===== config.mk =====
export PLATFORM = sky130hd
export DESIGN_NAME = down_count_timer_flat
export DESIGN_NICKNAME = d
export VERILOG_FILES = /design/src/rtl/down_count_timer_if.sv /design/src/rtl/down_count_timer.sv /design/src/flat_wrapper.sv
export SDC_FILE = /design/constraint.sdc
export NUM_CORES = 1
export LEC_CHECK = 0
export ABC_AREA = 1
export BUFFER_PORTS_ARGS = -buffer_cell sky130_fd_sc_hd__buf_4
export CAP_MARGIN = 15
export CELL_PAD_IN_SITES_DETAIL_PLACEMENT = 0
export CELL_PAD_IN_SITES_GLOBAL_PLACEMENT = 1
export CORE_MARGIN = 1
export CORE_UTILIZATION = 37
export CTS_CLUSTER_SIZE = 40
export DETAILED_ROUTE_END_ITERATION = 7
export MAX_ROUTING_LAYER = met4
export PLACE_DENSITY_LB_ADDON = 0.1
export SETUP_SLACK_MARGIN = 0.2
export SYNTH_ARGS = -nofsm -noshare
export SYNTH_HDL_FRONTEND = slang
export SYNTH_SLANG_ARGS = --single-unit

===== constraint.sdc =====
create_clock -name clk -period 3.2 [get_ports clk]
set_input_delay 0.32 -clock clk [delete_from_list [all_inputs] [get_ports clk]]
set_output_delay 0.32 -clock clk [all_outputs]
set_load 0.02 [all_outputs]

===== src/rtl/down_count_timer_if.sv =====
// down_count_timer_if: control/status bundle for the down-counting timer; overrun exists only with DOWN_COUNT_TIMER_OVERRUN_EN.
interface down_count_timer_if #(parameter int WIDTH = 3);
  logic enable, start, auto_reload, ack;
  logic [WIDTH-1:0] load_val, out;
  logic busy, tc, done;
`ifdef DOWN_COUNT_TIMER_OVERRUN_EN
  logic overrun;
  modport master(output enable, start, load_val, auto_reload, ack, input out, busy, tc, done, overrun);
  modport slave(input enable, start, load_val, auto_reload, ack, output out, busy, tc, done, overrun);
`else
  modport master(output enable, start, load_val, auto_reload, ack, input out, busy, tc, done);
  modport slave(input enable, start, load_val, auto_reload, ack, output out, busy, tc, done);
`endif
endinterface


===== src/rtl/down_count_timer.sv =====
// down_count_timer: loadable falling-edge down counter with tc pulse, sticky done or auto-reload.
// Optional DOWN_COUNT_TIMER_OVERRUN_EN adds an overrun flag for unacknowledged terminal counts.
module down_count_timer #(parameter int WIDTH = 3) (
  input logic clk,
  input logic reset,
  down_count_timer_if.slave bus
);
  typedef enum logic [1:0] {IDLE, RUN, DONE} state_t;
  state_t state;
  logic [WIDTH-1:0] rld;
  logic load, tc_set;
  assign load = bus.start && state != DONE;
  assign tc_set = load ? bus.load_val == '0 : state == RUN && bus.enable && bus.out == WIDTH'(1);
  assign bus.busy = state == RUN;
  assign bus.done = state == DONE;
  // A zero count while in RUN can only mean an auto-reload is due on this edge.
  always_ff @(negedge clk or negedge reset)
    if (!reset) begin
      state <= IDLE;
      bus.out <= '0;
      rld <= '0;
      bus.tc <= 1'b0;
    end else begin
      bus.tc <= tc_set;
      if (load) begin
        bus.out <= bus.load_val;
        rld <= bus.load_val;
        state <= bus.load_val == '0 ? DONE : RUN;
      end else if (state == RUN && bus.out == '0)
        bus.out <= rld;
      else if (state == RUN && bus.enable) begin
        bus.out <= bus.out - 1'b1;
        if (bus.out == WIDTH'(1) && !bus.auto_reload) state <= DONE;
      end else if (state == DONE && bus.ack)
        state <= IDLE;
    end
`ifdef DOWN_COUNT_TIMER_OVERRUN_EN
  logic pending;
  always_ff @(negedge clk or negedge reset)
    if (!reset) begin
      pending <= 1'b0;
      bus.overrun <= 1'b0;
    end else if (tc_set) begin
      pending <= 1'b1;
      if (pending && !bus.ack) bus.overrun <= 1'b1;
    end else if (bus.ack) begin
      pending <= 1'b0;
      bus.overrun <= 1'b0;
    end
`endif
endmodule


===== src/flat_wrapper.sv =====
// flat-port wrapper written by rule: the top's interface ports become plain ports
module down_count_timer_flat 
#(parameter int WIDTH = 3)
  (clk, reset, bus_enable, bus_start, bus_load_val, bus_auto_reload, bus_ack, bus_out, bus_busy, bus_tc, bus_done);
  down_count_timer_if #(.WIDTH(WIDTH)) bus_i ();
  input logic clk;
  input logic reset;
  input wire logic [$bits(bus_i.enable)-1:0] bus_enable;
  input wire logic [$bits(bus_i.start)-1:0] bus_start;
  input wire logic [$bits(bus_i.load_val)-1:0] bus_load_val;
  input wire logic [$bits(bus_i.auto_reload)-1:0] bus_auto_reload;
  input wire logic [$bits(bus_i.ack)-1:0] bus_ack;
  output wire logic [$bits(bus_i.out)-1:0] bus_out;
  output wire logic [$bits(bus_i.busy)-1:0] bus_busy;
  output wire logic [$bits(bus_i.tc)-1:0] bus_tc;
  output wire logic [$bits(bus_i.done)-1:0] bus_done;
  assign bus_i.enable = bus_enable;
  assign bus_i.start = bus_start;
  assign bus_i.load_val = bus_load_val;
  assign bus_i.auto_reload = bus_auto_reload;
  assign bus_i.ack = bus_ack;
  assign bus_out = bus_i.out;
  assign bus_busy = bus_i.busy;
  assign bus_tc = bus_i.tc;
  assign bus_done = bus_i.done;
  down_count_timer #(.WIDTH(WIDTH)) u_core (.clk(clk), .reset(reset), .bus(bus_i));
endmodule

Yosys cells after proc, flatten, opt, wreduce, memory -nomap -nowiden

Cells that the tools add are included.

Flip-flop bits (word level): 9
Input bits: 9
Output and inout bits: 6
Logic and storage cells: 33

Add/subtract/negate cells: 1
Equality and inequality tests: 6
Muxes and demuxes: 10
Reduce and logical (&&, ||, !) cells: 12

Operator list:

| kind                  | count |
|---|---|
| $mux W2               | 6 |
| $mux W3               | 3 |
| $logic_and A1 B1 Y1   | 6 |
| $logic_not A3 Y1      | 2 |
| $reduce_bool A3 Y1    | 2 |
| $eq A3 B1 Y1 const B  | 1 |
| $ne A3 B2 Y1 const B  | 1 |
| $reduce_and A3 Y1     | 1 |
| $sub A3 B1 Y3 const B | 1 |
| $eq A2 B1 Y1 const B  | 1 |
| $eq A2 B2 Y1 const B  | 1 |
| $ne A2 B1 Y1 const B  | 1 |
| $ne A2 B2 Y1 const B  | 1 |
| $logic_not A1 Y1      | 1 |
| $mux W1               | 1 |

Logic depth before layout (Yosys ltp)

Depth in word-level cells: 6
Depth in mapped cells: 10
Gate-level depth less buffers: 10

==> run metrics <==
status finished clean; Hold Path Class reg -> reg; Worst-Margin Slew ~0.24 ns; post-synthesis sequential area ratio between 30 and 40%; Cells after Synth between 80 and 90; row cnt 14; Worst EP required between 2 and 3 ns; LEAKAGE about 0.45 nW; sequential share of power between 20% and 30%; Syn Area/Cell between 7 and 8 um^2; Sw Ratio a little under half; Setup TNS 0 ns; largest net degree at the start of global routing 10; routed wire length between 1 and 1.5 mm; fin. max-slew vios 0; Die Wd ~42 um; DRT Pass-1 Iters 4; crit path launch type register; first-iteration detailed-routing DRC count 11; Ports 15; Synth Net Count 95; # fillers 155; layout cells sized above 1 31.7%; Cell Area, Synth about 590 um^2; via count ~550; Crit. End Element primary output; Slowest-stage cell, CP dfrtn_1; Ys Warns 0; Routed WL per cell 10.7 um; slowest stage delay, CP 0.43 ns; critical path class reg -> out; CTS Buf Count 3; vias per cell between 4 and 5; clock power share between 10% and 20%; initial antenna violation count 0; fin nets 117; Max IR drop VDD 418 uV; CTS tree done; GRT Util Overall between 10% and 20%; critical path cell sequence inv_2, nor2_2, buf_6; post-DP HPWL ~960 um; commonest non-fill, non-tap cells in the layout nand2_1 (26), buf_4 (16), inv_1 (14); hold buffers post-CTS 0; global-route wire length before repair 2.24 mm; Inserted Diodes 0; full die area around 1800 um^2; Yosys reg bits 9; Distinct cells, synth 16; switching power between 0.0002 and 0.0003 W; GP Congestion 0.738; PortBufs 14; initial core utilization 39.4%; TritonCTS Sinks 9; P_int approximately 0.00035 W; RSZ-0062 raised after global routing true; final hold violation count 0; Residual DRC 0; worst path arrival time around 2.6 ns; clk slew on worst S/H paths roughly 0.05 ns; relative slew slack a little over four fifths; total global routing overflow 0; most common cell after layout, fill and taps aside nand2_1; worst-skew pair later-pin latency approximately 0.28 ns; PwrDens between 800 and 900 nW/um^2; Clock Path Buffers 2; Gate power share 55.2%; Final setup viols 0; Post-DRT Antenna Nets 0; worst clock skew about 0.0020 ns; number of H-tree levels 1; vias in the first global route 508; Min Hold Slack 0.497 ns; worst-path maximum fanout 3; area added between synthesis and finish 30.0%; Max-Cap Viols 0; core area 1510 um^2; die height 42.0 um; clock root cell clkbuf_4
-- per-stage QoR --
step	power (W)	worst slack (ns)	std cells	util (%)	instance area, um^2
floorplan	0.000427	0.547	83	-	593
global placement	0.000525	0.476	113	47.7	718
detailed placement	0.000529	0.448	113	47.7	718
CTS	0.000638	0.230	119	50.4	759
global route	0.000710	0.194	120	51.2	771
finish	0.000642	0.244	120	51.2	771
-- power groups by stage --
stage / Combinational, W / Sequential [W] / Clock [W]
2_1_floorplan: 0.000214 / 0.000214 / 0
3_3_place_gp: 0.000331 / 0.000194 / 0
3_5_place_dp: 0.000333 / 0.000196 / 0
4_1_cts: 0.000347 / 0.000193 / 0.0000984
5_1_grt: 0.000407 / 0.000199 / 0.000103
6_report: 0.000354 / 0.000191 / 0.0000970
-- synth_stat cells --
cell type | number | area [um^2]
nand2_4 | 1 | 11.3
nand2_2 | 5 | 31.3
nor2_1 | 5 | 18.8
a21oi_2 | 3 | 26.3
ha_1 | 3 | 37.5
nor2_2 | 1 | 6.26
nand3_1 | 6 | 30.0
nand3_2 | 1 | 10.0
inv_2 | 1 | 3.75
dfrtn_1 | 9 | 225
o21ai_0 | 4 | 20.0
nand2_1 | 26 | 97.6
inv_1 | 15 | 56.3
or2_1 | 1 | 6.26
o211ai_1 | 1 | 7.51
nor3_1 | 1 | 5.00
-- timing repair --
item	in CTS	in global routing
endpoints found under the setup margin	2	2
gates resized for setup	1	1
setup buffers	2	1
pin swaps	1	0
gates cloned	0	0
-- flip-flops by register name, indices dropped and copies added (netlist names) --
register,count
u_core.state,2
u_core.bus.tc,1
u_core.bus.out,3
u_core.rld,3
-- cells by family after synthesis --
| group | after synthesis | share of synthesized area (%) |
|---|---|---|
| fa+ha+maj | 3 | 6.33 |
| flops | 9 | 38.0 |
| compound gates | 8 | 9.07 |
| buf+inv | 16 | 10.1 |
| simple gates | 47 | 36.5 |
-- metal layers --
layer	routed length, um	vias up	track usage (%)	part of all wire (%)
li1	-	294	-	-
met1	667	236	24.4	52
met2	509	16	24.7	40
met3	58	5	3.88	4.5
met4	48	0	15.0	3.7
met5	0	-	-	0
-- path summary, 6_finish.rpt --
path	endpoint	from	slack [ns]	depth (start not counted)
max	bus_busy	u_core.state[0]	0.24	3
min	u_core.rld[2]	u_core.rld[2]	0.50	2
max reg2reg	u_core.bus.out[2]	u_core.bus.out[0]	1.71	8
min reg2reg	u_core.rld[2]	u_core.rld[2]	0.50	2
max in group asynchronous	u_core.state[1]	reset	1.69	1
min in group asynchronous	u_core.rld[2]	reset	1.34	1
-- final cells by class --
class | count | area (um^2) | area share (%)
multi-input cells | 58 | 308 | 39.9
flip-flops and latches | 9 | 225 | 29.2
repair buffers | 17 | 131 | 17.0
inverters | 16 | 60.1 | 7.79
clock buffers | 4 | 26.3 | 3.41
well taps | 16 | 20.0 | 2.60
-- worst max-delay path, delay by kind of cell, from the launching register on --
kind | cells | cell delay (ns)
AND/OR/NAND/NOR | 1 | 0.12
flip-flops | 1 | 0.43
buffers and inverters | 2 | 0.19
No activity file was read; power rests on OpenSTA's default activity.
